$ cat src/rtl/xbar_slave_arbiter_if.sv
// Master-side and slave-side channels of one cross-bar slave port.
// The slave modport is the arbiter's view; the master modport is the surrounding fabric's view.
interface xbar_slave_arbiter_if #(
  parameter int unsigned NUM_MASTERS = 2
);
  logic [NUM_MASTERS-1:0]    m_req;
  logic [NUM_MASTERS*32-1:0] m_addr;
  logic [NUM_MASTERS-1:0]    m_cmd;
  logic [NUM_MASTERS*32-1:0] m_wdata;
  logic [NUM_MASTERS-1:0]    m_ack;
  logic [NUM_MASTERS*32-1:0] m_rdata;
  logic [NUM_MASTERS-1:0]    m_resp;
  logic                      s_req;
  logic [31:0]               s_addr;
  logic                      s_cmd;
  logic [31:0]               s_wdata;
  logic                      s_ack;
  logic [31:0]               s_rdata;
  logic                      s_resp;

  modport slave (
    input  m_req, m_addr, m_cmd, m_wdata, s_ack, s_rdata, s_resp,
    output m_ack, m_rdata, m_resp, s_req, s_addr, s_cmd, s_wdata
  );

  modport master (
    output m_req, m_addr, m_cmd, m_wdata, s_ack, s_rdata, s_resp,
    input  m_ack, m_rdata, m_resp, s_req, s_addr, s_cmd, s_wdata
  );
endinterface

$ cat src/rtl/xbar_slave_arbiter.sv
// Round-robin arbiter sharing one cross-bar slave port, with in-order read-response routing.
// Optional per-master grant counters and peak-outstanding tracking under XBAR_ARB_STATS_EN.
module xbar_slave_arbiter #(
  parameter int unsigned NUM_MASTERS = 2,
  parameter int unsigned RD_DEPTH    = 4
) (
  input  logic                       clk,
  input  logic                       reset,
  xbar_slave_arbiter_if.slave        bus,
  output logic                       busy,
  output logic                       resp_err
`ifdef XBAR_ARB_STATS_EN
  ,
  output logic [NUM_MASTERS*16-1:0]  grant_cnt,
  output logic [$clog2(RD_DEPTH):0]  max_outstanding
`endif
);
  localparam int unsigned ID_W  = $clog2(NUM_MASTERS);
  localparam int unsigned PTR_W = $clog2(RD_DEPTH);
  localparam int unsigned CNT_W = PTR_W + 1;

  typedef enum logic {S_IDLE, S_GRANT} state_t;

  state_t           r_state;
  logic [ID_W-1:0]  r_gnt;
  logic [ID_W-1:0]  r_last;
  logic [ID_W-1:0]  r_fifo [RD_DEPTH];
  logic [PTR_W-1:0] r_wptr;
  logic [PTR_W-1:0] r_rptr;
  logic [CNT_W-1:0] r_cnt;
  logic             r_resp_err;

  logic                   w_grant;
  logic                   w_full;
  logic                   w_empty;
  logic [NUM_MASTERS-1:0] w_elig;
  logic                   w_pick_vld;
  logic [ID_W-1:0]        w_pick;
  logic                   w_sel_req;
  logic                   w_sel_cmd;
  logic [31:0]            w_sel_addr;
  logic [31:0]            w_sel_wdata;
  logic                   w_push;
  logic                   w_pop;
  logic [ID_W-1:0]        w_head;
  logic [CNT_W-1:0]       w_cnt_nxt;

  assign w_grant = (r_state == S_GRANT);
  assign w_full  = (r_cnt == CNT_W'(RD_DEPTH));
  assign w_empty = (r_cnt == '0);
  assign w_elig  = bus.m_req & (bus.m_cmd | {NUM_MASTERS{~w_full}});
  assign w_push  = w_grant & bus.s_ack & ~w_sel_cmd;
  assign w_pop   = bus.s_resp & ~w_empty;
  assign w_head  = r_fifo[r_rptr];
  assign busy    = w_grant | ~w_empty;
  assign resp_err = r_resp_err;

  // Rotating search starting just after the last completed grant.
  always_comb begin
    logic [ID_W-1:0] w_idx;
    w_pick_vld = 1'b0;
    w_pick     = '0;
    w_idx      = '0;
    for (int unsigned k = 1; k <= NUM_MASTERS; k++) begin
      w_idx = ID_W'((32'(r_last) + k) % NUM_MASTERS);
      if (!w_pick_vld && w_elig[w_idx]) begin
        w_pick_vld = 1'b1;
        w_pick     = w_idx;
      end
    end
  end

  always_comb begin
    w_sel_req   = 1'b0;
    w_sel_cmd   = 1'b0;
    w_sel_addr  = '0;
    w_sel_wdata = '0;
    for (int i = 0; i < int'(NUM_MASTERS); i++) begin
      if (r_gnt == ID_W'(i)) begin
        w_sel_req   = bus.m_req[i];
        w_sel_cmd   = bus.m_cmd[i];
        w_sel_addr  = bus.m_addr[32*i +: 32];
        w_sel_wdata = bus.m_wdata[32*i +: 32];
      end
    end
  end

  always_comb begin
    w_cnt_nxt = r_cnt;
    if (w_push && !w_pop)      w_cnt_nxt = r_cnt + CNT_W'(1);
    else if (!w_push && w_pop) w_cnt_nxt = r_cnt - CNT_W'(1);
  end

  // Slave-side request is zeroed outside GRANT so everything idles low in reset.
  always_comb begin
    bus.s_req   = w_grant;
    bus.s_cmd   = w_grant & w_sel_cmd;
    bus.s_addr  = w_grant ? w_sel_addr  : '0;
    bus.s_wdata = w_grant ? w_sel_wdata : '0;
    bus.m_ack   = '0;
    bus.m_resp  = '0;
    bus.m_rdata = '0;
    for (int i = 0; i < int'(NUM_MASTERS); i++) begin
      bus.m_ack[i]  = w_grant & bus.s_ack & (r_gnt == ID_W'(i));
      bus.m_resp[i] = w_pop & (w_head == ID_W'(i));
      if (w_pop && (w_head == ID_W'(i))) bus.m_rdata[32*i +: 32] = bus.s_rdata;
    end
  end

  always_ff @(posedge clk or posedge reset) begin
    if (reset) begin
      r_state    <= S_IDLE;
      r_gnt      <= '0;
      r_last     <= ID_W'(NUM_MASTERS - 1);
      r_wptr     <= '0;
      r_rptr     <= '0;
      r_cnt      <= '0;
      r_resp_err <= 1'b0;
    end else begin
      case (r_state)
        S_IDLE: begin
          if (w_pick_vld) begin
            r_gnt   <= w_pick;
            r_state <= S_GRANT;
          end
        end
        S_GRANT: begin
          // A master withdrawing before the slave accepts is dropped without updating fairness.
          if (bus.s_ack) begin
            r_last  <= r_gnt;
            r_state <= S_IDLE;
          end else if (!w_sel_req) begin
            r_state <= S_IDLE;
          end
        end
      endcase
      if (w_push) r_wptr <= r_wptr + PTR_W'(1);
      if (w_pop)  r_rptr <= r_rptr + PTR_W'(1);
      r_cnt <= w_cnt_nxt;
      if (bus.s_resp && w_empty) r_resp_err <= 1'b1;
    end
  end

  // Read-ID storage carries no reset; occupancy is governed by r_cnt.
  always_ff @(posedge clk) begin
    if (w_push) r_fifo[r_wptr] <= r_gnt;
  end

`ifdef XBAR_ARB_STATS_EN
  logic [15:0]      r_gcnt [NUM_MASTERS];
  logic [CNT_W-1:0] r_max_out;

  always_ff @(posedge clk or posedge reset) begin
    if (reset) begin
      for (int i = 0; i < int'(NUM_MASTERS); i++) r_gcnt[i] <= '0;
      r_max_out <= '0;
    end else begin
      for (int i = 0; i < int'(NUM_MASTERS); i++) begin
        if (w_grant && bus.s_ack && (r_gnt == ID_W'(i)) && (r_gcnt[i] != 16'hFFFF))
          r_gcnt[i] <= r_gcnt[i] + 16'd1;
      end
      if (w_cnt_nxt > r_max_out) r_max_out <= w_cnt_nxt;
    end
  end

  always_comb begin
    grant_cnt = '0;
    for (int i = 0; i < int'(NUM_MASTERS); i++) grant_cnt[16*i +: 16] = r_gcnt[i];
  end

  assign max_outstanding = r_max_out;
`endif
endmodule

$ cat src/flat_wrapper.sv
// flat-port wrapper written by rule: the top's interface ports become plain ports
module xbar_slave_arbiter_flat 
#(
  parameter int unsigned NUM_MASTERS = 2,
  parameter int unsigned RD_DEPTH    = 4
)
  (clk, reset, busy, resp_err, bus_m_req, bus_m_addr, bus_m_cmd, bus_m_wdata, bus_s_ack, bus_s_rdata, bus_s_resp, bus_m_ack, bus_m_rdata, bus_m_resp, bus_s_req, bus_s_addr, bus_s_cmd, bus_s_wdata);
  xbar_slave_arbiter_if #(.NUM_MASTERS(NUM_MASTERS)) bus_i ();
  input  logic clk;
  input  logic reset;
  output logic busy;
  output logic resp_err;
  input wire logic [$bits(bus_i.m_req)-1:0] bus_m_req;
  input wire logic [$bits(bus_i.m_addr)-1:0] bus_m_addr;
  input wire logic [$bits(bus_i.m_cmd)-1:0] bus_m_cmd;
  input wire logic [$bits(bus_i.m_wdata)-1:0] bus_m_wdata;
  input wire logic [$bits(bus_i.s_ack)-1:0] bus_s_ack;
  input wire logic [$bits(bus_i.s_rdata)-1:0] bus_s_rdata;
  input wire logic [$bits(bus_i.s_resp)-1:0] bus_s_resp;
  output wire logic [$bits(bus_i.m_ack)-1:0] bus_m_ack;
  output wire logic [$bits(bus_i.m_rdata)-1:0] bus_m_rdata;
  output wire logic [$bits(bus_i.m_resp)-1:0] bus_m_resp;
  output wire logic [$bits(bus_i.s_req)-1:0] bus_s_req;
  output wire logic [$bits(bus_i.s_addr)-1:0] bus_s_addr;
  output wire logic [$bits(bus_i.s_cmd)-1:0] bus_s_cmd;
  output wire logic [$bits(bus_i.s_wdata)-1:0] bus_s_wdata;
  assign bus_i.m_req = bus_m_req;
  assign bus_i.m_addr = bus_m_addr;
  assign bus_i.m_cmd = bus_m_cmd;
  assign bus_i.m_wdata = bus_m_wdata;
  assign bus_i.s_ack = bus_s_ack;
  assign bus_i.s_rdata = bus_s_rdata;
  assign bus_i.s_resp = bus_s_resp;
  assign bus_m_ack = bus_i.m_ack;
  assign bus_m_rdata = bus_i.m_rdata;
  assign bus_m_resp = bus_i.m_resp;
  assign bus_s_req = bus_i.s_req;
  assign bus_s_addr = bus_i.s_addr;
  assign bus_s_cmd = bus_i.s_cmd;
  assign bus_s_wdata = bus_i.s_wdata;
  xbar_slave_arbiter #(.NUM_MASTERS(NUM_MASTERS), .RD_DEPTH(RD_DEPTH)) u_core (.clk(clk), .reset(reset), .bus(bus_i), .busy(busy), .resp_err(resp_err));
endmodule
$ cat config.mk
export PLATFORM = sky130hd
export DESIGN_NAME = xbar_slave_arbiter_flat
export DESIGN_NICKNAME = d
export VERILOG_FILES = /design/src/rtl/xbar_slave_arbiter_if.sv /design/src/rtl/xbar_slave_arbiter.sv /design/src/flat_wrapper.sv
export SDC_FILE = /design/constraint.sdc
export NUM_CORES = 1
export LEC_CHECK = 0
export ABC_AREA = 1
export CAP_MARGIN = 20
export CORE_AREA = 2 2 119 121
export CTS_CLUSTER_DIAMETER = 120
export DETAILED_ROUTE_END_ITERATION = 7
export DIE_AREA = 0 0 121 123
export GPL_ROUTABILITY_DRIVEN = 0
export HOLD_SLACK_MARGIN = 0.15
export SLEW_MARGIN = 30
export SYNTH_ARGS = -nofsm -noshare
export SYNTH_HDL_FRONTEND = slang
export SYNTH_SLANG_ARGS = --single-unit
$ cat constraint.sdc
create_clock -name clk -period 2.37 [get_ports clk]
set_input_delay 0.474 -clock clk [delete_from_list [all_inputs] [get_ports clk]]
set_output_delay 0.474 -clock clk [all_outputs]
set_load 0.02 [all_outputs]
==> reports/metrics.csv <==
metric,value,unit
cp.arrival,1830,ps
viasPerCell,4.10,
synth-edff-count,4,
synthesis.area,2300,µm²
fp-row-count,43,
grt_pass1_wl,16700,µm
hold_viol_final,0,
drc_errors,0,
timing.rr.start,u_core.r_cnt[0]$_DFFE_PP0P_,
hold_start,u_core.resp_err$_DFFE_PP0P_,
hp-class,flip-flop to flip-flop,
crit_fanout,25,
setup_viol,0,
ant_nets,0,
synth_top_cells_by_area,"nor2_1 (23%), o21ai_0 (14%), dfrtp_1 (11%)",
die_w,121,µm
synth_warnings,0,
synth-async-reset-ratio,73.3,%
cts_tree,yes,
outcome,"complete, no violations",
yosysTopAreaCellShare,23.4,%
yosysMostFrequentCell,nor2_1,
initial_core_util,16.9,%
cts-root-buf,clkbuf_16,
drive_gt1_share,10.6,%
place_area,5640,µm²
area_delta_synth_final,149,%
min_to,u_core.resp_err$_DFFE_PP0P_,
yosys_register_bits,15,
period_minus_slack,2310,ps
finClkSkew,2.46,ps
cts_sinks,15,
path_class,input port to output port,
clk_pin_slew,50,ps
clk_latency,250,ps
die-area,14900,µm²
final_area,5730,µm²
hpwl,10100,µm
vdd_ir_drop_max,407,µV
pin_count,304,
synth-seq-area-share,17.3,%
wl_per_cell,13.4,µm
cap_violations,0,
die_y,123,µm
clockBufferDepth,2,
required,1900,ps
grt_overflow_total,0,
postSynthCellCount,414,
htreeDepth,1,
vias,3639,
first_global_vias,3287,
yosysTopAreaCell,nor2_1,
diodes,0,
avgSynthCellArea,5.55,µm²
worstSetupEndpointType,output port,
synth_common_cells,"nor2_1 (143), o21ai_0 (66), inv_1 (49)",
r2r-end,u_core.r_cnt[2]$_DFFE_PP0P_,
reg2reg_depth,10,
drt_iter0_markers,78,
slew_violations,0,
relSlewSlack,70.3,%
p_leak,3.14,nW
yosys_most_used_dff,dfrtp_1,
hold_ws,464,ps
antenna_found_initial,0,
period_share,97.3,%
place.port_buffers,303,
cts_hold_buffers,0,
firstDrtPassIters,4,
rsz0062_at_grt,false,
tightest_slew,445,ps
track_usage,14.1,%
nets,883,
start_kind,input port,
powerDensity,1030,nW/µm²
fmax,434,MHz
reg2reg_setup_slack,200,ps
coreArea,13600,µm²
grt_max_degree,37,
wirelength,11900,µm
syn_nets,588,
synthDistinctLibCells,30,
numCtsBuffers,3,
nFillCells,1440,
min_path_cells,1,
[worst max-delay path, stage by stage]
cell and delay, ps:
clkdlybuf4s50_1 530, nand2_4 90, buf_12 160, nor3_1 220, clkdlybuf4s15_1 350
[how the worst max path moves through the flow]
stage / start / to
after detailed placement: bus_s_resp / bus_m_rdata[16]
after global placement: bus_s_resp / bus_m_rdata[33]
after CTS: bus_s_resp / bus_m_rdata[16]
after floorplan: u_core.r_cnt[0]$_DFFE_PP0P_ / u_core.r_cnt[2]$_DFFE_PP0P_
after global routing: u_core.r_gnt$_DFFE_PP0P_ / bus_s_addr[16]
final: bus_s_resp / bus_m_rdata[33]
[power by group]
part	switching, mW	internal, mW
logic	2.89	2.16
clock network	0.109	0.226
registers	0.127	0.392
total	3.12	2.78
[routing by layer]
metal / wire, µm / vias to the layer above / global-route usage, %
met5: 0 / - / 0
met1: 4100 / 1569 / 14.0
met4: 113 / 0 / 3.05
met2: 6210 / 189 / 27.9
met3: 1470 / 7 / 4.94
li1: - / 1874 / -
[registers in the layout, summed over array words and instances (netlist names)]
register and flops:
u_core.r_rptr 2, u_core.r_gnt 1, u_core.r_cnt 3, u_core.bus.s_req 1, u_core.r_wptr 2, u_core.resp_err 1, u_core.r_last 1, u_core.r_fifo 4
[area by class of cell]
class	instances	area, µm²	area share [%]
clock inverters	1	5.00	0.0873
repair buffers	321	3290	57.4
inverters	53	199	3.47
multi-input cells	315	1540	26.8
well taps	180	225	3.93
flip-flops and latches	15	399	6.97
clock buffers	3	75.1	1.31
[layout by cell type (no fill, tap or decap), drive strengths merged, types with 3 or more instances in the layout]
cell	count
nand2	17
dlymetal6s2s	37
nor2	174
xor2	3
nand3	9
inv	53
dlygate4sd2	67
clkdlybuf4s50	191
edfxtp	4
nor3	32
clkbuf	4
clkdlybuf4s15	4
dfrtp	10
ha	5
o21ai	67
buf	21
[cell families after synthesis]
logic type,synth area share [%]
flip-flops,17.3
AO/OA/AOI/OAI,15.7
buffers and inverters,15.9
multiplexers,0.490
adder cells (fa/ha/maj),3.59
XOR/XNOR,1.53
AND/OR/NAND/NOR,45.5
[metrics by stage]
| step | utilization (%) | setup slack [ps] | TNS, ps | instances | total power [mW] |
|---|---|---|---|---|---|
| after floorplan | - | 228 | 0 | 414 | 3.29 |
| after CTS | 41.4 | 14.9 | 0 | 888 | 6.06 |
| final | 42.1 | 63.8 | 0 | 888 | 5.90 |
| after detailed placement | 41.4 | -262 | -12850 | 883 | 5.92 |
| after global placement | 41.4 | -227 | -11710 | 883 | 5.86 |
| after global routing | 42.1 | 0.333 | 0 | 888 | 6.34 |
[timing repair]
| action | CTS | global route |
|---|---|---|
| pin swaps | 0 | 0 |
| endpoints found under the setup margin | 100 | 43 |
| setup buffers | 1 | 0 |
| gates resized for setup | 72 | 44 |
No activity file was read; power rests on OpenSTA's default activity.
